File: src/rtl/seg_scan.sv
// seg_scan: time-multiplexed 4-digit 7-segment scanner.
// The display value is double-buffered. A load captures data_in as the
// pending value. The pending value is committed to the displayed register
// only when the scan wraps from digit 3 back to digit 0, so a frame never
// shows a mix of old and new digits.
//
// Ports:
//   clk         system clock
//   rst_n       asynchronous active-low reset
//   data_in     16-bit value to show; nibble 0 is the rightmost digit
//   load        one-cycle strobe that captures data_in as the pending value
//   lz_en       leading-zero suppression enable, sampled on slot ticks
//   dp_in       per-digit decimal point, active-high, sampled on slot ticks
//   bcd         nibble of the current digit, to the hex decoder
//   an          active-low common-anode enables; an[0] is the rightmost digit
//   dp          decimal point, active-low
//   frame_start one-cycle pulse in the first cycle of each digit-0 slot
module seg_scan #(
    parameter int unsigned CLK_DIV = 50000,
    parameter int unsigned DEAD    = 16,
    parameter int unsigned CNT_W   = 16
) (
    input  logic        clk,
    input  logic        rst_n,
    input  logic [15:0] data_in,
    input  logic        load,
    input  logic        lz_en,
    input  logic [3:0]  dp_in,
    output logic [3:0]  bcd,
    output logic [3:0]  an,
    output logic        dp,
    output logic        frame_start
);

    logic [CNT_W-1:0] cnt;
    logic [CNT_W-1:0] dcnt;
    logic [1:0]       idx;
    logic [15:0]      disp;
    logic [15:0]      pending;
    logic             pend_vld;
    logic             blank;

    logic             tick;
    logic             wrap;
    logic [1:0]       idx_n;
    logic [15:0]      disp_n;
    logic [CNT_W-1:0] dcnt_n;
    logic             blank_n;
    logic [3:0]       bcd_n;
    logic [3:0]       an_n;
    logic             dp_n;

    // Outputs are registered, so each one is derived from the value its
    // source state takes on the same edge. This keeps an, bcd and dp
    // aligned with idx/dcnt rather than lagging them by one cycle.
    always_comb begin
        tick    = (cnt == CNT_W'(CLK_DIV - 1));
        wrap    = tick && (idx == 2'd3);
        idx_n   = tick ? idx + 2'd1 : idx;
        disp_n  = (wrap && pend_vld) ? pending : disp;
        dcnt_n  = '0;
        if (tick) begin
            dcnt_n = CNT_W'(DEAD);
        end else if (dcnt != '0) begin
            dcnt_n = dcnt - CNT_W'(1);
        end

        // A digit is blanked when it and all higher digits are zero.
        // Digit 0 is never blanked.
        blank_n = blank;
        if (tick) begin
            case (idx_n)
                2'd1:    blank_n = lz_en && (disp_n[15:4]  == '0);
                2'd2:    blank_n = lz_en && (disp_n[15:8]  == '0);
                2'd3:    blank_n = lz_en && (disp_n[15:12] == '0);
                default: blank_n = 1'b0;
            endcase
        end

        bcd_n = tick ? disp_n[{idx_n, 2'b00} +: 4] : bcd;
        dp_n  = dp;
        if (tick) begin
            dp_n = blank_n ? 1'b1 : ~dp_in[idx_n];
        end
        an_n = ((dcnt_n != '0) || blank_n) ? 4'b1111 : ~(4'b0001 << idx_n);
    end

    always_ff @(posedge clk or negedge rst_n) begin
        if (!rst_n) begin
            cnt         <= '0;
            dcnt        <= CNT_W'(DEAD);
            idx         <= '0;
            disp        <= '0;
            pending     <= '0;
            pend_vld    <= 1'b0;
            blank       <= 1'b0;
            bcd         <= '0;
            an          <= '1;
            dp          <= 1'b1;
            frame_start <= 1'b0;
        end else begin
            cnt         <= tick ? '0 : cnt + CNT_W'(1);
            dcnt        <= dcnt_n;
            idx         <= idx_n;
            disp        <= disp_n;
            blank       <= blank_n;
            bcd         <= bcd_n;
            an          <= an_n;
            dp          <= dp_n;
            frame_start <= wrap;
            if (wrap && pend_vld) begin
                pend_vld <= 1'b0;
            end
            // A load on the commit edge wins over the clear above. The
            // commit has already taken the old pending value through
            // disp_n, so the new value waits for the next frame.
            if (load) begin
                pending  <= data_in;
                pend_vld <= 1'b1;
            end
        end
    end

endmodule

File: config.mk
export PLATFORM = sky130hd
export DESIGN_NAME = seg_scan
export DESIGN_NICKNAME = d
export VERILOG_FILES = /design/src/rtl/seg_scan.sv
export SDC_FILE = /design/constraint.sdc
export NUM_CORES = 1
export LEC_CHECK = 0
export ABC_CLOCK_PERIOD_IN_PS = 2100
export CAP_MARGIN = 15
export CORE_MARGIN = 2
export CORE_UTILIZATION = 52
export DETAILED_ROUTE_END_ITERATION = 16
export PLACE_DENSITY_LB_ADDON = 0.25
export SYNTH_ARGS = -nofsm -noshare
export SYNTH_HDL_FRONTEND = slang
export SYNTH_SLANG_ARGS = --single-unit
File: constraint.sdc
create_clock -name clk -period 2.1 [get_ports clk]
set_clock_uncertainty 0.05 [all_clocks]
set_input_delay 0.42 -clock clk [delete_from_list [all_inputs] [get_ports clk]]
set_output_delay 0.42 -clock clk [all_outputs]
set_load 0.02 [all_outputs]
==> flow_metrics.tcl <==
set metrics [dict create \
    ys_seq_area_frac 0.5111 \
    r2r-end "an[1]" \
    layout_common_cells "71 x dfrtp_1, 36 x nor2_1, 32 x mux2_2, 32 x clkdlybuf4s50_1, 21 x nand2_1" \
    p_switching_w 0.0006003 \
    synth_area_per_cell_um2 12.17 \
    yosysUniqueCellTypes 59 \
    ioPinCount 34 \
    end_kind "flip-flop" \
    combinationalPowerShare 0.048 \
    synth-warning-count 0 \
    setup_viol 0 \
    gp_congestion 0.8409 \
    cp-start-kind "flip-flop" \
    p_leak_nw 2.108 \
    syn_area_um2 3834 \
    cp_num_cells 5 \
    cp_data_arrival_time_ps 2220 \
    clock-sinks 78 \
    finalNonFillerCells 469 \
    grtUsageTotal 0.1917 \
    crit_end "an[1]" \
    yosysTopAreaCell "dfrtp_1" \
    synth_ff_type "dfrtp_1" \
    tightest_slew_ps 503.4 \
    yosys_register_bits 78 \
    vias 2599 \
    root_buffer "clkbuf_8" \
    period_needed_ps 2030 \
    hold_class "reg2reg" \
    fin_hold_ws_ps 417.8 \
    r2r-start "dcnt[0]" \
    fin_area_um2 4581 \
    async_reset_ff_frac 1.000 \
    worstSetupStartpoint "dcnt[0]" \
    crit_path_max_fanout 9 \
    cts_max_level 3 \
    die_w_um 89.87 \
    clock_latency_ps 340 \
    max_stage_delay_ps 610 \
    reg2reg_slack_ps 70 \
    rows 31 \
    grt_pass1_vias 2672 \
    drcViolationCount 0 \
    reg2reg_depth 5 \
    final_common_cell "dfrtp_1" \
    finalMaxSlewViolations 0 \
    fin_nets 393 \
    fp.coreArea_um2 7214 \
    netlist.area_leader.share 0.4700 \
    cts_tree "done" \
    crit_chain "or4_4, nor4b_4, o21ai_2, a221oi_4, o2111ai_1" \
    slowest_stage "or4_4" \
    synth_edf_count 0 \
    power_frac_seq 0.565 \
    n_fill_cell 585 \
    final-seq-area_um2 1961 \
    placed_cells 452 \
    p_int_w 0.002167 \
    drive_above_1_share 0.2622 \
    placed_area_um2 4367 \
    vdd_drop_max_mv 0.3558 \
    cts_buffers 9 \
    final.setup.worst_slack_ps 70.45 \
    crit_type "reg2reg" \
    numPortBuffers 33 \
    syn-num-nets 343 \
    post-place-ws_ps -12.05 \
    finalCritPeriodShare 0.9665 \
    dpl.hpwl_um 5176 \
    routed_wl_um 7195 \
    ant_nets 0 \
    crit_family "simple AND/OR/NAND/NOR gates" \
    clkTransAtPathRegs_ps 80 \
    initial_core_util 0.5314 \
    hold_viol 0 \
    cp.required_ps 2290 \
    area_growth_pct 19.48 \
    pwr-share-clk 0.387 \
    multiInputGateArea_um2 1785 \
    drt_iter0_markers 85 \
    routed_via_density 5.542 \
    max_cap_violations 0 \
    synthCells 315 \
    antenna_found_initial 0 \
    die_area_um2 8076 \
    fmax_ghz 0.4927 \
    num_antenna_cells 0 \
    die_height_um 89.87 \
    grt_max_degree 38 \
    cellPowerDensity_nw_per_um2 604.1 \
    drt-wirelength-per-cell_um 15.34 \
    status "finished clean" \
    clock_path_buffers 2 \
    overflow 0 \
    firstDrtPassIters 5 \
    synth.area.top_cells "dfrtp_1 47%, mux2_2 9.4%, mux4_2 5.3%" \
    grt_pass1_wl_um 12560 \
    rsz0062_at_grt "false" \
    sw_frac_of_total 0.2169 \
    slew_headroom 0.6644 \
    cp_num_buf_inv 0 \
]
## stage by stage
stage                       util  total power [W]  TNS, ps
after CTS                 0.6318         0.002799        0
after global routing      0.6349         0.002874        0
after detailed placement  0.6053         0.001728   -23.08
after floorplan                -         0.001631        0
after global placement    0.6053         0.001723        0
final                     0.6349         0.002767        0
## power by group through the flow
stage	registers, W	clock network, W	logic, W
finish	0.00156	0.00107	0.000132
global route	0.00157	0.00116	0.000147
CTS	0.00156	0.00110	0.000136
detailed placement	0.00159	0	0.000135
global placement	0.00159	0	0.000131
floorplan	0.00158	0	0.0000504
## layer usage
metal | up-vias | share of wire | global-route usage
li1 | 1223 | - | -
met1 | 1295 | 0.45 | 0.2463
met2 | 72 | 0.50 | 0.3245
met3 | 9 | 0.040 | 0.03521
met4 | 0 | 0.013 | 0.07564
met5 | - | 0 | 0
## worst min-delay path by stage
stage	slack, ps	startpoint	cells past startpoint	to
after floorplan	70	rst_n	0	bcd[0]
after global placement	370	rst_n	1	cnt[13]
after detailed placement	370	rst_n	1	cnt[6]
after CTS	420	cnt[0]	1	cnt[0]
after global routing	450	pend_vld	1	pend_vld
final	420	cnt[0]	1	cnt[0]
## what timing repair did
action                     in CTS  in global routing
hold endpoints to repair        3                  0
setup endpoints to repair       4                 13
hold buffers                    1                  0
buffers inserted                0                  0
pin swaps                       0                  1
resized for setup               1                  6
## cell usage after synthesis, types with 3 or more instances
| cell type | n |
|---|---|
| and2_1 | 3 |
| o21ai_0 | 11 |
| xor2_1 | 11 |
| dfrtp_1 | 72 |
| nor4_1 | 8 |
| mux2_2 | 32 |
| nand2_1 | 21 |
| mux4_2 | 9 |
| nor3_1 | 6 |
| nor2_1 | 36 |
| dfstp_2 | 6 |
| xnor2_1 | 17 |
| nand3_1 | 5 |
| a21oi_1 | 4 |
| and3_1 | 6 |
| ha_1 | 4 |
| mux2i_1 | 4 |
| inv_1 | 6 |
| clkbuf_1 | 3 |
| buf_2 | 3 |
## cell families after synthesis
| group | share of synthesized area |
|---|---|
| multiplexers | 0.1573 |
| AO/OA/AOI/OAI | 0.05451 |
| AND/OR/NAND/NOR | 0.1704 |
| adder cells (fa/ha/maj) | 0.01306 |
| XOR/XNOR | 0.06397 |
| buffers and inverters | 0.02970 |
| flip-flops | 0.5111 |
## layout make-up
class                           count  share of cell area
Sequential cell                    78              0.4280
Clock buffer                       14             0.03114
Multi-Input combinational cell    218              0.3898
Timing Repair Buffer               52              0.1114
Tap cell                           99             0.02704
Inverter                            6            0.004917
Clock inverter                      2            0.007648
## state kept, by name, summed over array words and instances, names as in the netlist
name	flops
disp	16
frame_start	1
dcnt	16
bcd	4
blank	1
idx	2
pending	16
an	4
cnt	16
dp	1
pend_vld	1
No activity file was read; power rests on OpenSTA's default activity.
